<file path="src/rtl/level_controller_if.sv">
// level_controller_if: start/score inputs and game status outputs between
// the level controller (slave) and whoever drives it (master).
interface level_controller_if;
  logic        start;
  logic [7:0]  score;
  logic        game;
  logic [27:0] speed;
  logic [2:0]  level;
  logic [7:0]  time_left;
  logic        game_over;
  logic [7:0]  final_score;
  logic [7:0]  high_score;
  modport master (
    output start, score,
    input  game, speed, level, time_left, game_over, final_score, high_score
  );
  modport slave (
    input  start, score,
    output game, speed, level, time_left, game_over, final_score, high_score
  );
endinterface

</file>
<file path="src/rtl/level_controller.sv">
// level_controller: game-level FSM that runs a seconds countdown, raises the
// level and shortens mole on-time as score grows, and latches final/high score.
module level_controller #(
  parameter int CLK_HZ       = 50_000_000,
  parameter int GAME_SECONDS = 60,
  parameter int BASE_SPEED   = 50_000_000,
  parameter int SPEED_STEP   = 10_000_000,
  parameter int MIN_SPEED    = 10_000_000,
  parameter int LEVEL_STEP   = 10,
  parameter int MAX_LEVEL    = 3
) (
  input logic clock,
  input logic reset,
  level_controller_if.slave bus
);
  localparam int PW = $clog2(CLK_HZ + 1);
  typedef enum logic [1:0] {IDLE, PLAY, OVER} state_t;
  state_t state, state_d;
  logic start_q, start_rise, enter, tick, terminal, lvl_up;
  logic [PW-1:0] pre, pre_d;
  logic [7:0] tl_d, fs_d, hs_d;
  logic [2:0] lvl_d;
  logic [27:0] spd_d, spd_f;
  logic [10:0] thr;
  logic signed [30:0] diff;
  assign start_rise = bus.start & ~start_q;
  assign enter      = state != PLAY && start_rise;
  assign tick       = state == PLAY && pre == PW'(CLK_HZ - 1);
  assign terminal   = tick && bus.time_left == 8'd1;
  assign thr        = 11'(LEVEL_STEP) * (11'(bus.level) + 11'd1);
  assign lvl_up     = state == PLAY && !terminal && bus.level < 3'(MAX_LEVEL) && {3'b000, bus.score} >= thr;
  assign diff       = $signed(31'(BASE_SPEED)) - $signed(31'(SPEED_STEP)) * $signed({28'd0, bus.level});
  assign spd_f      = diff < $signed(31'(MIN_SPEED)) ? 28'(MIN_SPEED) : diff[27:0];
  always_ff @(posedge clock)
    state <= reset ? IDLE : state_d;
  always_comb
    state_d = state == PLAY ? (terminal ? OVER : PLAY) : (start_rise ? PLAY : state);
  always_comb begin
    pre_d = enter || tick ? '0 : state == PLAY ? pre + 1'b1 : pre;
    tl_d  = enter ? 8'(GAME_SECONDS) : tick ? bus.time_left - 8'd1 : bus.time_left;
    lvl_d = enter ? 3'd0 : lvl_up ? bus.level + 3'd1 : bus.level;
    spd_d = enter ? 28'(BASE_SPEED) : state == PLAY ? spd_f : bus.speed;
    fs_d  = terminal ? bus.score : bus.final_score;
    hs_d  = terminal && bus.score > bus.high_score ? bus.score : bus.high_score;
  end
  // start_q keeps sampling through reset so a button held across reset cannot start a round
  always_ff @(posedge clock) begin
    start_q <= bus.start;
    if (reset) begin
      pre             <= '0;
      bus.game        <= 1'b0;
      bus.game_over   <= 1'b0;
      bus.time_left   <= 8'(GAME_SECONDS);
      bus.level       <= 3'd0;
      bus.speed       <= 28'(BASE_SPEED);
      bus.final_score <= 8'd0;
      bus.high_score  <= 8'd0;
    end else begin
      pre             <= pre_d;
      bus.game        <= state_d == PLAY;
      bus.game_over   <= state_d == OVER;
      bus.time_left   <= tl_d;
      bus.level       <= lvl_d;
      bus.speed       <= spd_d;
      bus.final_score <= fs_d;
      bus.high_score  <= hs_d;
    end
  end
endmodule

</file>
<file path="src/flat_wrapper.sv">
// flat-port wrapper written by rule: the top's interface ports become plain ports
module level_controller_flat 
#(
  parameter int CLK_HZ       = 50_000_000,
  parameter int GAME_SECONDS = 60,
  parameter int BASE_SPEED   = 50_000_000,
  parameter int SPEED_STEP   = 10_000_000,
  parameter int MIN_SPEED    = 10_000_000,
  parameter int LEVEL_STEP   = 10,
  parameter int MAX_LEVEL    = 3
)
  (clock, reset, bus_start, bus_score, bus_game, bus_speed, bus_level, bus_time_left, bus_game_over, bus_final_score, bus_high_score);
  level_controller_if bus_i ();
  input logic clock;
  input logic reset;
  input wire logic [$bits(bus_i.start)-1:0] bus_start;
  input wire logic [$bits(bus_i.score)-1:0] bus_score;
  output wire logic [$bits(bus_i.game)-1:0] bus_game;
  output wire logic [$bits(bus_i.speed)-1:0] bus_speed;
  output wire logic [$bits(bus_i.level)-1:0] bus_level;
  output wire logic [$bits(bus_i.time_left)-1:0] bus_time_left;
  output wire logic [$bits(bus_i.game_over)-1:0] bus_game_over;
  output wire logic [$bits(bus_i.final_score)-1:0] bus_final_score;
  output wire logic [$bits(bus_i.high_score)-1:0] bus_high_score;
  assign bus_i.start = bus_start;
  assign bus_i.score = bus_score;
  assign bus_game = bus_i.game;
  assign bus_speed = bus_i.speed;
  assign bus_level = bus_i.level;
  assign bus_time_left = bus_i.time_left;
  assign bus_game_over = bus_i.game_over;
  assign bus_final_score = bus_i.final_score;
  assign bus_high_score = bus_i.high_score;
  level_controller #(.CLK_HZ(CLK_HZ), .GAME_SECONDS(GAME_SECONDS), .BASE_SPEED(BASE_SPEED), .SPEED_STEP(SPEED_STEP), .MIN_SPEED(MIN_SPEED), .LEVEL_STEP(LEVEL_STEP), .MAX_LEVEL(MAX_LEVEL)) u_core (.clock(clock), .reset(reset), .bus(bus_i));
endmodule
</file>
<file path="config.mk">
export PLATFORM = sky130hd
export DESIGN_NAME = level_controller_flat
export DESIGN_NICKNAME = d
export VERILOG_FILES = /design/src/rtl/level_controller_if.sv /design/src/rtl/level_controller.sv /design/src/flat_wrapper.sv
export SDC_FILE = /design/constraint.sdc
export NUM_CORES = 1
export LEC_CHECK = 0
export ABC_AREA = 1
export BUFFER_PORTS_ARGS = -buffer_cell sky130_fd_sc_hd__buf_2
export CELL_PAD_IN_SITES_DETAIL_PLACEMENT = 0
export CELL_PAD_IN_SITES_GLOBAL_PLACEMENT = 1
export CORE_MARGIN = 10
export CORE_UTILIZATION = 30
export DETAILED_ROUTE_END_ITERATION = 10
export GPL_TIMING_DRIVEN = 1
export PLACE_DENSITY_LB_ADDON = 0.1
export SETUP_SLACK_MARGIN = 0.4
export SLEW_MARGIN = 5
export SYNTH_ARGS = -nofsm -noshare
export SYNTH_HDL_FRONTEND = slang
export SYNTH_SLANG_ARGS = --single-unit
</file>
<file path="constraint.sdc">
create_clock -name clock -period 4 [get_ports clock]
set_input_delay 0.8 -clock clock [delete_from_list [all_inputs] [get_ports clock]]
set_output_delay 0.8 -clock clock [all_outputs]
set_load 0.02 [all_outputs]
</file>
* Word-level counts from Yosys, hierarchy flattened
Cells that the tools add are included.
** Operators by class
- Shift-type cells :: 0
- Bitwise operators :: 2
- Muxes and demuxes :: 4
- Multiply operators :: 2
- Divide/modulo/power cells :: 0
- Reduce and logical (&&, ||, !) cells :: 11
- Equal/unequal tests :: 6
- Magnitude comparators :: 4
- Add/subtract/negate cells :: 5
** Operator list (number)
- 31-bit by 25-bit < comparator with 1-bit output (second input constant) :: 1
- 27-bit by 31-bit subtractor with 31-bit output (first input constant) :: 1
- 28-bit two-way mux :: 1
- 26-bit by 1-bit adder with 26-bit output (second input constant) :: 1
- 26-bit == test (second input constant) :: 1
- 17-bit by 3-bit multiplier with 20-bit output (first input constant) :: 1
- 8-bit by 11-bit greater-or-equal comparator with 1-bit output :: 1
- 3-bit by 11-bit multiplier with 10-bit output (first input constant) :: 1
- 8-bit by 1-bit == test with 1-bit output (second input constant) :: 1
- 8-bit greater-than comparator :: 1
- 8-bit by 1-bit subtractor with 8-bit output (second input constant) :: 1
- 1-bit logical AND :: 7
- 2-bit two-way mux :: 3
- 3-bit by 1-bit adder with 4-bit output (second input constant) :: 1
- 2-bit by 1-bit == test with 1-bit output (second input constant) :: 2
- 2-bit OR reduction :: 2
- 3-bit by 1-bit adder with 3-bit output (second input constant) :: 1
- 3-bit by 2-bit < comparator with 1-bit output (second input constant) :: 1
- 2-bit == test (second input constant) :: 1
- 2-bit by 1-bit inequality test with 1-bit output (second input constant) :: 1
- 1-bit AND :: 1
- 1-bit logical NOT :: 1
- 1-bit logical OR :: 1
- 1-bit inverter :: 1
** Word-level totals
- Bits in writable memories :: 0
- Bits in latches :: 0
- Flip-flop bits (word level) :: 86
- Memories :: 0
- Input bits :: 11
- ROM bits :: 0

* Depth between registers and ports, before layout
- Depth in word-level cells :: 7
- Mapped depth :: 27
- Gate-level depth less buffers :: 27

* Worst setup path after synthesis
OpenSTA, ideal clock, no wires.
- Kind :: register -> register
- Start :: register u_core.bus.level[1]
- End :: register u_core.bus.speed[13]
- Stages on the path, launching flop included :: 19
- Slack :: 0.831 ns
- Arrival time :: 3.049 ns
- Path through :: dfxtp_1 inv_4 ha_1 inv_1 ha_1 inv_1 fa_1 nand3_1 nand2_1 nor2_1 nand3_1 nand2_1 nand2_1 xnor2_1 nand3_1 nor2_2 nand2_4 nand2_4 o21ai_1
** Between the ends
- Cells in the longest elaborated chain, start to end :: 4
** RTL lines
- from (decl) :: line level_controller_if.sv:19 : output game, speed, level, time_left, game_over, final_score, high_score
- from (signal assigned) :: line level_controller.sv:63 : bus.level <= lvl_d;
- 17-bit by 3-bit multiplier with 20-bit output * :: line level_controller.sv:32 : assign diff = $signed(31'(BASE_SPEED)) - $signed(31'(SPEED_STEP)) * $signed({28'd0, bus.level});
- 27-bit by 31-bit subtractor with 31-bit output * :: line level_controller.sv:32
- 31-bit by 25-bit < comparator with 1-bit output :: line level_controller.sv:33 : assign spd_f = diff < $signed(31'(MIN_SPEED)) ? 28'(MIN_SPEED) : diff[27:0];
- 28-bit two-way mux * :: line level_controller.sv:33
- to (signal assigned) :: line level_controller.sv:55 : bus.speed <= 28'(BASE_SPEED);
- to (signal assigned) :: line level_controller.sv:64 : bus.speed <= spd_d;
- to (decl) :: line level_controller_if.sv:19
Mark *: on every way between the ends. The rest lies on a longest branch, timed or not.
A chain may end at the register's enable or synchronous reset.

* Worst setup path in the final report
- Start :: register u_core.bus.level[2]
- End :: register u_core.bus.speed[9]
Same word-level chain as after synthesis.

==> impl_results.md <==
* Status: completed
* Site row count at 46
* Post-detail-place hpwl at 11.5 mm
* Comb pwr share at 11.8%
* Final min period at 3280 ps
* Port bufs at 60
* Yosys warnings at 0
* Register share of total power at 44.0%
* Clock share of power at 44.2%
* Initial core utilization at 30.9%
* Clk_lat worst skew at 340 ps
* Total power at 1.76 mW
* Clock Skews at 9.34 ps
* Synth async-reset ratio at 0%
* Io pins at 68
* Drt first pass iters at 5
* Leak at 2.60 nW
* Fin Setup TNS at 0 ps
* Pwr/cell area at 302 nW/um^2
* Core region area at 16100 sq um
* Clk sinks at 76
* Post-synth top flop: dfxtp_1
* Final count of hold timing violations at 0
* CP max FO at 9
* DR WL/cell at 14.2 um
* Initial antenna violation count at 0
* Fmax at 0.305 GHz
* Maximum resistive drop on vdd at 0.000179 V
* Htree depth at 3
* Critical path launch point type: flop
* Netlist cell types at 44
* Slew @ Worst Pin at 577 ps
* WP data arrival at 3520 ps
* Clock root buffer: clkbuf_16
* Routed WL at 14.3 mm
* Mapped cell area at 4960 sq um
* Chip Height at 149 um
* Starting DRT DRC Count at 301
* Reg2reg setup slack at 720 ps
* Vias at 4763
* Max Root-Sink Buffers at 2
* Post-DRT Antenna Nets at 0
* Post-synth EDFFs at 0
* Commonest non-fill, non-tap cell in the layout: nand2_1
* Layout cells sized above 1 at 18.6%
* Largest net degree at the start of global routing at 26
* Die Span X at 149 um
* Clock transition at path regs at 70 ps
* FF+latch area at 1520 sq um
* #FFs+latches synth at 76
* Area delta synth->final at 17.7%
* CTS tree: done
* Req. time, crit path at 4240 ps
* Grt ovf at 0
* Vias in the first global route at 4595
* Setup violators final at 0
* Max-slew violations at 0
* Worst min path class: reg -> reg
* Internal power at 1.28 mW
* Combined area of the multi-input logic cells at 2970 sq um
* RSZ-0062 raised after global routing: no
* RePlAce Congestion at 0.886
* Setup crit end kind: flop
* Syn Area/Cell at 6.88 sq um
* Slew margin rel. at 61.2%
* Fin nets at 837
* Sw frac at 27.6%
* Die Area at 22100 sq um
* Global-route wire length before repair at 23.5 mm
* Net Switching at 0.486 mW
* Sequential area share after synthesis at 30.7%
* DRC at 0
* Max-cap violations at 0
* WS Path Type: reg -> reg
* GRT Overall Usage at 13.1%
* Most frequent cells in the layout: 141 x nand2_1, 87 x inv_1, 75 x dfxtp_1
* Via density per instance at 4.73
* CTS buffer count at 9
* Ant diodes at 0
* Period utilization at 82.0%
* # fillers at 1727
* Syn Inst Count at 721
## power by group through the flow
| stage | registers [mW] | logic, mW | clock network [mW] |
|---|---|---|---|
| 2_1_floorplan | 0.803 | 0.133 | 0 |
| 3_3_place_gp | 0.793 | 0.209 | 0 |
| 3_5_place_dp | 0.793 | 0.207 | 0 |
| 4_1_cts | 0.776 | 0.208 | 0.806 |
| 5_1_grt | 0.777 | 0.237 | 0.843 |
| 6_report | 0.776 | 0.208 | 0.778 |
## final cells by class
type	instances	area share [%]
tap	216	4.63
timing repair buffer	72	6.69
clock buffer	10	4.09
inverter	103	6.80
multi-input combinational	525	50.9
sequential	76	26.1
clock inverter	6	0.815
## synth_stat cells (9+ instances only)
| master | n | area share, % |
|---|---|---|
| xor2_1 | 9 | 1.6 |
| nand2_2 | 14 | 1.8 |
| inv_2 | 9 | 0.68 |
| ha_1 | 36 | 9.1 |
| buf_4 | 13 | 2.0 |
| o21ai_1 | 9 | 0.91 |
| o21ai_0 | 32 | 3.2 |
| nor2_1 | 72 | 5.4 |
| nor3_1 | 19 | 1.9 |
| clkbuf_1 | 9 | 0.68 |
| nand3_1 | 53 | 5.3 |
| inv_1 | 88 | 6.7 |
| nand2_1 | 141 | 11 |
| dfxtp_1 | 76 | 31 |
| a21oi_1 | 57 | 5.8 |
| nand4_1 | 17 | 2.1 |
## repair_timing
item	CTS	global route
endpoints found under the setup margin	0	14
hold buffers	0	0
resized for setup	0	9
buffers inserted	0	0
## layer usage
metal	GRT usage, %	up-vias	share of wire (%)
met2	21.1	93	45
met1	16.7	2177	48
li1	-	2481	-
met4	3.32	0	1.1
met5	0	-	0
met3	3.97	12	5.6
## logic make-up after synthesis
family	Yosys count	synth area share [%]
adder cells (fa/ha/maj)	39	10.3
XOR/XNOR	18	3.56
AND/OR/NAND/NOR	348	32.4
buffers and inverters	126	10.7
other	1	0.0756
AO/OA/AOI/OAI	113	12.3
flip-flops	76	30.7
## worst paths after layout
kind | start | cells after the start | to
setup / recovery | u_core.bus.level[2]$_SDFFE_PP0P_ | 21 | u_core.bus.speed[9]$_SDFFE_PP0P_
hold / removal | u_core.bus.speed[16]$_SDFFE_PP0P_ | 2 | u_core.bus.speed[16]$_SDFFE_PP0P_
setup reg to reg | u_core.bus.level[2]$_SDFFE_PP0P_ | 21 | u_core.bus.speed[9]$_SDFFE_PP0P_
hold reg to reg | u_core.bus.speed[16]$_SDFFE_PP0P_ | 2 | u_core.bus.speed[16]$_SDFFE_PP0P_
## flip-flops by register name, summed over array words and instances (netlist names)
register and cells:
u_core.bus.high_score 8, u_core.bus.speed 18, u_core.state 2, u_core.bus.final_score 8, u_core.start_q 1, u_core.bus.game_over 1
u_core.bus.time_left 8, u_core.pre 26, u_core.bus.level 3, u_core.bus.game 1
## worst max-delay path: stages, from the launching register on
cell	delay [ps]
dfxtp_1	370
buf_4	190
ha_1	280
ha_1	240
inv_1	70
fa_1	360
inv_1	100
nand3_1	120
nand3_1	150
nand2_2	110
inv_2	90
nand4_1	160
nand3_2	140
nand2_1	70
nand2_2	120
clkinv_4	100
nand3_1	100
nor2_2	60
nand2_4	100
nand2_4	90
o21ai_1	120
inv_1	40
## metrics by stage
| stage | worst slack, ps | util, % | std cells | hold slack [ps] | cell area [sq um] |
|---|---|---|---|---|---|
| floorplan | 831 | - | 727 | 448 | 4980 |
| global placement | 481 | 34.3 | 992 | 455 | 5510 |
| detailed placement | 501 | 34.3 | 992 | 461 | 5510 |
| CTS | 472 | 36.1 | 1008 | 472 | 5800 |
| global route | 410 | 36.3 | 1008 | 494 | 5840 |
| finish | 719 | 36.3 | 1008 | 468 | 5840 |
(Power assumes the default switching activity.)
